## src/rtl/uart_tx_fifo.sv

```systemverilog
// uart_tx_fifo: UART transmitter fed by a small circular input queue.
// The frame format (data bits, parity, stop bits) and the baud divisor are set by parameters.
// Ports:
//   clk, rst_n  : clock; asynchronous active-low reset
//   tx_valid    : upstream word valid
//   tx_data     : upstream word
//   tx_ready    : queue can accept a word (!full)
//   tx          : serial line, idles high
//   tx_busy     : transmitter active or queue non-empty
//   frame_done  : one-cycle pulse at the end of the last stop bit
//   fifo_count  : words queued, excluding the one being sent
module uart_tx_fifo #(
  parameter int unsigned DATA_BITS    = 8,
  parameter int unsigned CLKS_PER_BIT = 8,
  parameter int unsigned PARITY       = 0,
  parameter int unsigned STOP_BITS    = 1,
  parameter int unsigned FIFO_DEPTH   = 4
) (
  input  logic                                 clk,
  input  logic                                 rst_n,
  input  logic                                 tx_valid,
  input  logic [DATA_BITS-1:0]                 tx_data,
  output logic                                 tx_ready,
  output logic                                 tx,
  output logic                                 tx_busy,
  output logic                                 frame_done,
  output logic [$clog2(FIFO_DEPTH+1)-1:0]      fifo_count
);

  localparam int unsigned AW  = $clog2(FIFO_DEPTH);
  localparam int unsigned CW  = $clog2(FIFO_DEPTH + 1);
  localparam int unsigned BDW = $clog2(CLKS_PER_BIT);
  localparam int unsigned BCW = $clog2(DATA_BITS + 1);

  localparam logic [BDW-1:0] BAUD_LAST = BDW'(CLKS_PER_BIT - 1);
  localparam logic [BCW-1:0] DATA_LAST = BCW'(DATA_BITS - 1);
  localparam logic [BCW-1:0] STOP_LAST = BCW'(STOP_BITS - 1);
  localparam logic [CW-1:0]  DEPTH_C   = CW'(FIFO_DEPTH);

  typedef enum logic [2:0] {IDLE, START, DATA, PAR, STOP} state_t;

  // ---------------------------------------------------------------- queue
  logic [DATA_BITS-1:0] mem [FIFO_DEPTH];
  logic [AW-1:0]        wr_ptr;
  logic [AW-1:0]        rd_ptr;
  logic [CW-1:0]        count_q;
  logic [CW-1:0]        count_n;
  logic                 push;
  logic                 pop;
  logic [DATA_BITS-1:0] head;

  assign push       = tx_valid && tx_ready;
  assign head       = mem[rd_ptr];
  assign fifo_count = count_q;

  // Occupancy update; push and pop together leave it unchanged.
  always_comb begin
    count_n = count_q;
    case ({push, pop})
      2'b10:   count_n = count_q + CW'(1);
      2'b01:   count_n = count_q - CW'(1);
      default: count_n = count_q;
    endcase
  end

  // Pointers wrap naturally since the depth is a power of two.
  always_ff @(posedge clk or negedge rst_n) begin
    if (!rst_n) begin
      wr_ptr   <= '0;
      rd_ptr   <= '0;
      count_q  <= '0;
      tx_ready <= 1'b1;
    end else begin
      if (push) wr_ptr <= wr_ptr + AW'(1);
      if (pop)  rd_ptr <= rd_ptr + AW'(1);
      count_q  <= count_n;
      tx_ready <= (count_n != DEPTH_C);
    end
  end

  // Storage needs no reset; occupancy tracks validity.
  always_ff @(posedge clk) begin
    if (push) mem[wr_ptr] <= tx_data;
  end

  // ---------------------------------------------------------------- framer
  state_t               state_q, state_n;
  logic [BDW-1:0]       baud_q, baud_n;
  logic [BCW-1:0]       bitc_q, bitc_n;
  logic [DATA_BITS-1:0] shift_q, shift_n;
  logic                 par_q, par_n;
  logic                 tx_n;
  logic                 frame_done_n;
  logic                 baud_end;
  logic                 load_par;

  assign baud_end = (baud_q == BAUD_LAST);
  // Parity is captured at load so the frame is independent of later pushes.
  assign load_par = (^head) ^ (PARITY == 2);

  // State register and registered outputs.
  always_ff @(posedge clk or negedge rst_n) begin
    if (!rst_n) begin
      state_q    <= IDLE;
      baud_q     <= '0;
      bitc_q     <= '0;
      shift_q    <= '0;
      par_q      <= 1'b0;
      tx         <= 1'b1;
      frame_done <= 1'b0;
      tx_busy    <= 1'b0;
    end else begin
      state_q    <= state_n;
      baud_q     <= baud_n;
      bitc_q     <= bitc_n;
      shift_q    <= shift_n;
      par_q      <= par_n;
      tx         <= tx_n;
      frame_done <= frame_done_n;
      tx_busy    <= (state_q != IDLE) || (count_q != '0);
    end
  end

  // Next state; tx_n is the line level for the state being entered.
  always_comb begin
    state_n      = state_q;
    baud_n       = baud_q;
    bitc_n       = bitc_q;
    shift_n      = shift_q;
    par_n        = par_q;
    tx_n         = tx;
    frame_done_n = 1'b0;
    pop          = 1'b0;

    case (state_q)
      IDLE: begin
        tx_n   = 1'b1;
        baud_n = '0;
        bitc_n = '0;
        if (count_q != '0) begin
          pop     = 1'b1;
          shift_n = head;
          par_n   = load_par;
          state_n = START;
          tx_n    = 1'b0;
        end
      end

      START: begin
        if (baud_end) begin
          baud_n  = '0;
          bitc_n  = '0;
          state_n = DATA;
          tx_n    = shift_q[0];
        end else begin
          baud_n = baud_q + BDW'(1);
        end
      end

      DATA: begin
        if (baud_end) begin
          baud_n = '0;
          if (bitc_q == DATA_LAST) begin
            bitc_n = '0;
            if (PARITY != 0) begin
              state_n = PAR;
              tx_n    = par_q;
            end else begin
              state_n = STOP;
              tx_n    = 1'b1;
            end
          end else begin
            bitc_n  = bitc_q + BCW'(1);
            shift_n = {1'b0, shift_q[DATA_BITS-1:1]};
            tx_n    = shift_q[1];
          end
        end else begin
          baud_n = baud_q + BDW'(1);
        end
      end

      PAR: begin
        if (baud_end) begin
          baud_n  = '0;
          bitc_n  = '0;
          state_n = STOP;
          tx_n    = 1'b1;
        end else begin
          baud_n = baud_q + BDW'(1);
        end
      end

      STOP: begin
        if (baud_end) begin
          baud_n = '0;
          if (bitc_q == STOP_LAST) begin
            bitc_n       = '0;
            frame_done_n = 1'b1;
            // Chain straight into the next start bit when a word is waiting.
            if (count_q != '0) begin
              pop     = 1'b1;
              shift_n = head;
              par_n   = load_par;
              state_n = START;
              tx_n    = 1'b0;
            end else begin
              state_n = IDLE;
              tx_n    = 1'b1;
            end
          end else begin
            bitc_n = bitc_q + BCW'(1);
          end
        end else begin
          baud_n = baud_q + BDW'(1);
        end
      end

      default: begin
        state_n = IDLE;
        tx_n    = 1'b1;
      end
    endcase
  end

endmodule

```

## config.mk

```make
export PLATFORM = sky130hd
export DESIGN_NAME = uart_tx_fifo
export DESIGN_NICKNAME = d
export VERILOG_FILES = /design/src/rtl/uart_tx_fifo.sv
export SDC_FILE = /design/constraint.sdc
export NUM_CORES = 1
export LEC_CHECK = 0
export ABC_AREA = 1
export BUFFER_PORTS_ARGS = -buffer_cell sky130_fd_sc_hd__clkbuf_2
export CAP_MARGIN = 0
export CORE_UTILIZATION = 58
export CTS_CLUSTER_SIZE = 24
export DETAILED_ROUTE_END_ITERATION = 12
export PLACE_DENSITY = 0.87
export SKIP_CTS_REPAIR_TIMING = 1
export SLEW_MARGIN = 20
export SYNTH_ARGS = -nofsm -noshare
export SYNTH_HDL_FRONTEND = slang
export SYNTH_SLANG_ARGS = --single-unit
```

## constraint.sdc

```tcl
create_clock -name clk -period 2.6 [get_ports clk]
set_clock_uncertainty 0.1 [all_clocks]
set_input_delay 0.26 -clock clk [delete_from_list [all_inputs] [get_ports clk]]
set_output_delay 0.26 -clock clk [all_outputs]
set_load 0.1 [all_outputs]
```

==> metrics.yaml, run 1 <==
boundaryPins: 18
cp_max_fo: 5
sw_frac_of_total_pct: 31.8
avgSynthCellArea_um2: 9.74
cts.path.max_buffers: 2
final_antenna_net_count: 0
overflow: 0
antenna_found_initial: 0
crit_buf_inv: 2
grt.total_usage_pct: 22.9
endpoint_kind: "flop"
critPathKind: "flop to flop"
fillers: 318
tightest_slew_ns: 0.712
slew_violations: 0
num_antenna_cells: 0
synth_compound_area_share_pct: 4.04
pwr-share-clk_pct: 33.6
holdWs_ns: 0.0386
crit_chain: "inv_2 > nand2_2 > nor2_2 > nand4_1 > nand2_2 > ha_1 > inv_1 > fa_2 > a21oi_2 > o21ai_0 > xor2_1 > nand2_1"
synthAdderAreaFrac_pct: 4.51
p_per_area_nw_per_um2: 798
routedWlPerCell_um: 13.6
vias: 2100
synth_fp_nets: 323
synth_simple_gate_area_share_pct: 27.3
cp_slowest_stage_delay_ns: 0.45
start_util_pct: 61.5
coreArea_um2: 4790
dieArea_um2: 5360
min_path_type: "input pin to flop"
synth-seq-cells: 61
p_int_mw: 1.84
via_per_inst: 5.20
cap_viol_max_count: 0
clock_sinks: 61
gp_congestion: 0.889
worstPathRequired_ns: 2.76
yosysUniqueCellTypes: 30
worst_path_dominant_cell_family: "simple AND/OR/NAND/NOR gates"
p_sw_uw: 856
critPathMostFrequentCell: "nand2_2"
detailed_place_hpwl_mm: 3.65
combPwrFrac_pct: 20.9
grt_max_degree: 30
yosysWarnings: 0
place_inst: 388
synth_xor_area_share_pct: 1.49
drt_pass1_iterations: 4
drive_gt1_share_pct: 22.8
max_freq_ghz: 0.407
worstSetupStartpointType: "flop"
slew_headroom_pct: 52.5
p_seq_share_pct: 45.5
syn_to_final_growth_pct: 14.7
slowest_stage: "dfrtp_1"
synth_ff_type: "edfxtp_1"
synth_top_family_by_area: "simple AND/OR/NAND/NOR gates"
syn_area_um2: 2940
num-nets-final: 354
design_area_um2: 3370
place_area_um2: 3140
fp-row-count: 25
drt_iter0_markers: 153
drc_errors: 0
wirelength_mm: 5.51
worstSkewPairLatency_ns: 0.33
synth.area.mux_share_pct: 0
synthArstFlopShare_pct: 47.5
grt_pass1_vias: 2034
cts_tree: "yes"
final_cells: 404
synth_edf_count: 32
clock-root-buffer: "clkbuf_8"
setup_tns_ns: 0
hold_viol_final: 0
p_leak_nw: 1.52
die-width_um: 73.2
setup_viol: 0
postSynthCellCount: 302
irDropWorstVdd_mv: 0.692
timing.final.crit_share_pct: 94.6
worstPathArrival_ns: 2.62
clk_pin_slew_ns: 0.07
grt_pass1_wl_mm: 8.92
cts-buffers-inserted: 9
yosysSeqAreaShare_pct: 57.4
io_buffers: 17
min_period_ns: 2.46
htree_levels: 3
die_height_um: 73.2
outcome: "completed"
[synthesized netlist by cell type (2+ instances only)]
cell type / count / share of area (%)
a21oi_1: 3 / 0.51
buf_2: 3 / 0.51
dfrtp_1: 27 / 23
dfstp_2: 2 / 1.8
edfxtp_1: 32 / 33
ha_1: 9 / 3.8
inv_1: 29 / 3.7
inv_2: 4 / 0.51
nand2_1: 97 / 12
nand2_2: 6 / 1.3
nand2_4: 4 / 1.5
nand3_1: 39 / 6.6
nand3_2: 2 / 0.68
nand4_1: 4 / 0.85
nor2_1: 10 / 1.3
nor2_2: 5 / 1.1
nor2_4: 2 / 0.77
o21ai_0: 9 / 1.5
xor2_1: 4 / 1.2
[final timing paths]
path / from / end / slack, ns / depth (start not counted)
max: state_q[0] / tx_ready / 0.14 / 12
min: tx_data[5] / mem[0][5] / 0.04 / 1
max reg2reg: state_q[0] / tx_ready / 0.14 / 12
min reg2reg: shift_q[2] / shift_q[2] / 0.38 / 2
max in group asynchronous: rst_n / fifo_count[0] / 1.50 / 2
min in group asynchronous: rst_n / bitc_q[2] / 0.41 / 2
[through the flow]
step                power [mW]  setup WS, ns  util [%]
floorplan                 1.65         0.175         -
global placement          1.77         0.250      65.5
detailed placement        1.80         0.113      65.5
CTS                       2.70        0.0177      70.0
global route              2.79       -0.0329      70.5
finish                    2.69         0.140      70.5
[layout by cell type (no fill, tap or decap), types with 4 or more instances in the layout]
| master | netlist | routed |
|---|---|---|
| buf_4 | 0 | 7 |
| clkbuf_2 | 0 | 17 |
| clkbuf_8 | 0 | 9 |
| dfrtp_1 | 27 | 24 |
| edfxtp_1 | 32 | 32 |
| ha_1 | 9 | 9 |
| inv_1 | 29 | 27 |
| inv_2 | 4 | 6 |
| nand2_1 | 97 | 96 |
| nand2_2 | 6 | 7 |
| nand2_4 | 4 | 4 |
| nand3_1 | 39 | 38 |
| nand4_1 | 4 | 4 |
| nor2_1 | 10 | 10 |
| nor2_2 | 5 | 5 |
| o21ai_0 | 9 | 9 |
| xor2_1 | 4 | 4 |
[sequential cells by signal, summed over array words and instances, names as in the netlist]
register    cells
frame_done      1
tx_ready        1
tx_busy         1
mem            32
fifo_count      3
rd_ptr          2
bitc_q          4
baud_q          3
shift_q         8
state_q         3
wr_ptr          2
tx              1
[cell type report]
cell class / count / area [um2] / area share (%)
Sequential cell: 61 / 1690 / 50.2
Multi-Input combinational cell: 203 / 1110 / 33.0
Timing Repair Buffer: 25 / 148 / 4.38
Clock buffer: 9 / 124 / 3.67
Inverter: 33 / 124 / 3.67
Clock inverter: 6 / 88.8 / 2.63
Tap cell: 67 / 83.8 / 2.49
[power by group through the flow]
stage / clock network [mW] / logic (mW) / registers (mW)
6_report: 0.904 / 0.562 / 1.23
5_1_grt: 0.947 / 0.604 / 1.24
4_1_cts: 0.916 / 0.559 / 1.23
3_5_place_dp: 0 / 0.553 / 1.24
3_3_place_gp: 0 / 0.535 / 1.24
2_1_floorplan: 0 / 0.210 / 1.44
[cells by family (layout without fill, tap and decap cells)]
| kind of cell | count (synthesis) | count (layout) |
|---|---|---|
| and+or+nand+nor | 171 | 171 |
| DFF | 61 | 61 |
| buffers and inverters | 38 | 73 |
| AOI/OAI and AO/OA | 17 | 17 |
| adders and majority gates | 10 | 10 |
| xor gates and xnor gates | 5 | 5 |
[routing by layer]
layer	vias up	track usage, %	part of all wire [%]
li1	1048	-	-
met1	998	29.3	42
met2	47	36.3	52
met3	7	6.35	5.1
met4	0	10.5	1.3
met5	-	0	0
Note: power is estimated with default switching activity, not from simulation.
==> run 2, diff against run 1 <==
- SETUP_SLACK_MARGIN: unset -> 0.3
==> run 2 against run 1 <==
  * Global-route usage rose by 1.6 points
  * Critical endpoint unchanged
  * Routed wire length increased by 8.7%
  * First-iteration DRC count grew 24%
  * Critical path depth rose by 1
  * Die area unchanged
  * Fmax increased by 0.16%
  * Core utilization is 1.7 points higher
  * Cell count increased by 0.74%
  * Combinational power rose by 5.0%
  * Clock power grew 2%
==> metrics.yaml, run 2 (same netlist as run 1, synthesis figures left out) <==
hp-start: "tx_data[4]"
dieArea_um2: 5360  # unchanged
drive_gt1_share_pct: 25.9  # +3.0 points
grt_max_degree: 30  # unchanged
multi_input_comb_area_um2: 1150  # +3.7%
worstPathArrival_ns: 2.63  # about the same
cts.path.max_buffers: 2  # unchanged
min_period_ns: 2.46  # -0.00403 ns
setup_viol: 0  # unchanged
wirelength_mm: 5.99  # +8.7%
final_cell_mix: "96 x nand2_1, 38 x nand3_1, 32 x edfxtp_1, 24 x inv_1, 22 x dfrtp_1"
drc_errors: 0  # unchanged
coreArea_um2: 4790  # unchanged
final_cells: 407  # +0.74%
critPathKind: "flop to flop"
die_height_um: 73.2  # unchanged
routedWlPerCell_um: 14.7  # +7.9%
detailed_place_hpwl_mm: 3.77  # +3.3%
p_per_area_nw_per_um2: 796  # -0.19%
start_util_pct: 61.5  # unchanged
irDropWorstVdd_mv: 0.706  # +2.1%
min_path_type: "input pin to flop"
top_regs: "mem (32), shift_q (8), bitc_q (4)"
rsz0062_at_grt: "yes"
num-nets-final: 357  # +0.85%
cp_max_fo: 4  # -1
endpoint_kind: "flop"
cts-buffers-inserted: 9  # unchanged
clock-root-buffer: "clkbuf_8"
grt_pass1_vias: 2076  # +2.1%
grt_pass1_wl_mm: 9.47  # +6.1%
worstHoldPathCells: 1  # unchanged
die-width_um: 73.2  # unchanged
cts_tree: "yes"
p_leak_nw: 1.54  # +0.98%
gp_congestion: 0.929  # +4.5%
slew_violations: 0  # unchanged
drt_iter0_markers: 190  # +24%
fp-row-count: 25  # unchanged
fillers: 335  # +5.3%
setup_tns_ns: 0  # unchanged
largest_reg_flops: 32  # unchanged
cap_viol_max_count: 0  # unchanged
grt.total_usage_pct: 24.5  # +1.6 points
hold_viol_final: 0  # unchanged
boundaryPins: 18  # unchanged
worstSetupStartpointType: "flop"
max_freq_ghz: 0.407  # +0.16%
final_common_cell: "nand2_1"
final-seq-area_um2: 1710  # +0.81%
drt_pass1_iterations: 5  # +1
holdWs_ns: 0.0349  # -0.00366 ns
crit_start: "bitc_q[0]"
clk_pin_slew_ns: 0.07  # about the same
vias: 2205  # +5.0%
worstPathRequired_ns: 2.77  # about the same
slew_headroom_pct: 50.4  # -2.2 points
htree_levels: 3  # unchanged
place_inst: 386  # -0.52%
worstSkewPairLatency_ns: 0.35  # +0.02 ns
num_antenna_cells: 0  # unchanged
reg2reg_from: "bitc_q[0]"
antenna_found_initial: 0  # unchanged
via_per_inst: 5.42  # +4.2%
outcome: "completed"
tightest_slew_ns: 0.745  # +0.0328 ns
syn_to_final_growth_pct: 17.4
regMostFlops: "mem"
final_antenna_net_count: 0  # unchanged
timing.final.crit_share_pct: 94.5  # -0.16 points
overflow: 0  # unchanged
clock_sinks: 61  # unchanged
io_buffers: 17  # unchanged
worstRegToRegCells: 13  # +1
run 2: per-layer routing:
metal	track usage [%]	part of all wire (%)
met5	0	0
met4	11.5	1.2
met1	29.9	42
met2	39.6	52
met3	7.60	4.1
run 2: critical path, stage by stage (launching register included):
cell and delay (ns):
dfrtp_1 0.42, inv_2 0.10, ha_4 0.14, nand3_4 0.07, inv_2 0.06, nand4_1 0.19, nand2_2 0.18, ha_4 0.15
inv_4 0.04, fa_2 0.41, a21oi_2 0.14, o21ai_2 0.07, xor2_1 0.19, nand2_1 0.10
run 2: path summary, 6_finish.rpt:
path                                  to  slack (ns)
setup reg to reg                tx_ready        0.14
max in group asynchronous  fifo_count[2]        1.45
hold reg to reg                       tx        0.37
hold / removal                 mem[1][4]        0.03
min in group asynchronous      bitc_q[1]        0.41
setup / recovery                tx_ready        0.14
run 2: cell type report:
type	count	share of cell area (%)
Clock buffer	9	3.59
Inverter	33	3.66
Tap cell	67	2.43
Sequential cell	61	49.4
Timing Repair Buffer	28	4.93
Multi-Input combinational cell	203	33.4
Clock inverter	6	2.57
run 2: through the flow:
step / area, um2 / worst slack (ns) / utilization, % / total power [mW]
after detailed placement: 3130 / 0.0152 / 65.5 / 1.81
after floorplan: 2960 / 0.316 / - / 1.67
after global placement: 3130 / 0.192 / 65.5 / 1.79
final: 3450 / 0.144 / 72.2 / 2.75
after global routing: 3450 / -0.0172 / 72.2 / 2.85
after CTS: 3350 / -0.0403 / 69.9 / 2.73
run 2: power by group:
part | total (mW) | internal (mW) | switching [mW]
registers | 1.24 | 1.19 | 0.0557
clock network | 0.920 | 0.533 | 0.387
logic | 0.590 | 0.139 | 0.451
==> run 3, diff against run 2 <==
- CELL_PAD_IN_SITES_DETAIL_PLACEMENT: unset -> 2
- CELL_PAD_IN_SITES_GLOBAL_PLACEMENT: unset -> 2
- CORE_ASPECT_RATIO: unset -> 0.5
- CORE_UTILIZATION: 58 -> 39
- PLACE_DENSITY: 0.87 -> 0.89
==> run 3 against run 2 <==
  * Global-route usage is 4.1 points higher
  * Worst hold slack better by 0.0088 ns
  * Die area grew 48%
  * Sequential share of layout area down 2.6 points
  * Critical path depth unchanged
  * Combinational power rose by 12%
  * Cell area up 5.6%
  * Critical path type unchanged
==> metrics.yaml, run 3 (same netlist as run 1, synthesis figures left out) <==
overflow: 0  # unchanged
drt_iter0_markers: 159  # -16%
wirelength_mm: 10.7  # +79%
largest_reg_flops: 32  # unchanged
worstSkewPairLatency_ns: 0.35  # about the same
p_leak_nw: 1.60  # +4.3%
antenna_found_initial: 0  # unchanged
vias: 2413  # +9.4%
max_freq_ghz: 0.398  # -2.3%
tightest_slew_ns: 0.862  # +0.117 ns
min_period_ns: 2.51  # +0.0583 ns
grt_max_degree: 30  # unchanged
fin_util_pct: 52.2  # -20 points
worstSetupStartpointType: "flop"
worstPathArrival_ns: 2.69  # +0.06 ns
clock-root-buffer: "clkbuf_16"
min_path_type: "input pin to flop"
final_cell_mix: "96 x nand2_1, 38 x nand3_1, 32 x edfxtp_1, 24 x inv_1, 21 x dfrtp_1"
slew_headroom_pct: 42.5  # -7.8 points
slowest_stage: "dfrtp_1"
worst_path_dominant_cell_family: "adder cells"
timing.final.crit_share_pct: 96.7  # +2.2 points
cts.path.max_buffers: 2  # unchanged
grt.total_usage_pct: 28.5  # +4.1 points
critPathKind: "flop to flop"
rsz0062_at_grt: "yes"
fillers: 692  # +110%
worstHoldPathCells: 1  # unchanged
worstRegToRegCells: 13  # unchanged
grt_pass1_wl_mm: 16.2  # +72%
boundaryPins: 18  # unchanged
cts-buffers-inserted: 9  # unchanged
hold_viol_final: 0  # unchanged
syn_to_final_growth_pct: 23.9
start_util_pct: 42.1  # -19 points
num_antenna_cells: 0  # unchanged
htree_levels: 3  # unchanged
final_antenna_net_count: 0  # unchanged
setup_tns_ns: 0  # unchanged
drc_errors: 0  # unchanged
cp_max_fo: 3  # -1
crit_buf_inv: 3  # unchanged
irDropWorstVdd_mv: 0.547  # -23%
outcome: "completed"
fp-row-count: 21  # -16%
io_buffers: 17  # unchanged
multi_input_comb_area_um2: 1160  # +0.98%
worstPathRequired_ns: 2.77  # about the same
dieArea_um2: 7910  # +48%
slew_violations: 0  # unchanged
drive_gt1_share_pct: 27.5  # +1.6 points
setup_viol: 0  # unchanged
via_per_inst: 5.51  # +1.7%
die_height_um: 63.4  # -13%
grt_pass1_vias: 2734  # +32%
cap_viol_max_count: 0  # unchanged
p_per_area_nw_per_um2: 891  # +12%
num-nets-final: 362  # +1.4%
crit_chain: "inv_2 > ha_4 > nand3_4 > inv_2 > nand4_1 > nand2_2 > ha_4 > inv_4 > fa_2 > a21oi_2 > o21ai_2 > xor2_1 > nand2_1"
crit_cells: 13  # unchanged
endpoint_kind: "flop"
die-width_um: 125  # +70%
top_regs: "mem (32), shift_q (8), bitc_q (4)"
cp_slowest_stage_delay_ns: 0.42  # about the same
regMostFlops: "mem"
detailed_place_hpwl_mm: 5.85  # +55%
clk_pin_slew_ns: 0.06  # about the same
routedWlPerCell_um: 24.5  # +67%
clock_sinks: 61  # unchanged
gp_congestion: 0.931  # +0.28%
cts_tree: "yes"
final-seq-area_um2: 1710  # about the same
coreArea_um2: 6990  # +46%
drt_pass1_iterations: 4  # -1
final_common_cell: "nand2_1"
run 3: worst register-to-register path, delay by kind of cell, from the launching register on:
family,cells,cell delay (ns)
AO/OA/AOI/OAI,2,0.22
adder cells (fa/ha/maj),3,0.72
flip-flops,1,0.42
XOR/XNOR,1,0.22
buffers and inverters,3,0.24
AND/OR/NAND/NOR,4,0.54
run 3: power by group:
group / switching (mW) / internal, mW / total, mW
logic: 0.515 / 0.146 / 0.661
registers: 0.0805 / 1.19 / 1.27
clock network: 0.481 / 0.838 / 1.32
total: 1.08 / 2.17 / 3.25
run 3: worst paths after layout:
| path | start | endpoint | slack [ns] |
|---|---|---|---|
| setup reg to reg | bitc_q[0] | tx_ready | 0.09 |
| min in group asynchronous | rst_n | shift_q[7] | 0.48 |
| hold reg to reg | shift_q[4] | shift_q[4] | 0.39 |
| hold / removal | tx_data[6] | mem[1][6] | 0.04 |
| max in group asynchronous | rst_n | fifo_count[1] | 1.29 |
| setup / recovery | bitc_q[0] | tx_ready | 0.09 |
run 3: area by class of cell:
type	count	share of cell area (%)
clock buffers	10	6.28
multi-input cells	203	31.9
inverters	33	3.67
repair buffers	33	5.70
flip-flops and latches	61	46.8
well taps	92	3.16
clock inverters	6	2.40
run 3: routing by layer:
layer / track usage [%] / vias to the layer above / share of wire [%]
met5: 0 / - / 0
met2: 49.3 / 60 / 50
li1: - / 1069 / -
met1: 34.2 / 1257 / 44
met4: 13.6 / 0 / 3.1
met3: 6.63 / 27 / 3.0
run 3: through the flow:
step / total power, mW / setup WS, ns / cells / hold WS, ns / instance area (um2)
finish: 3.25 / 0.0858 / 438 / 0.0437 / 3650
global route: 3.35 / -0.0587 / 438 / 0.0400 / 3650
CTS: 3.24 / -0.205 / 430 / -0.0697 / 3500
detailed placement: 1.86 / 0.0407 / 414 / 0.281 / 3190
global placement: 1.80 / 0.303 / 414 / 0.268 / 3190
floorplan: 1.67 / 0.316 / 302 / -0.136 / 2960
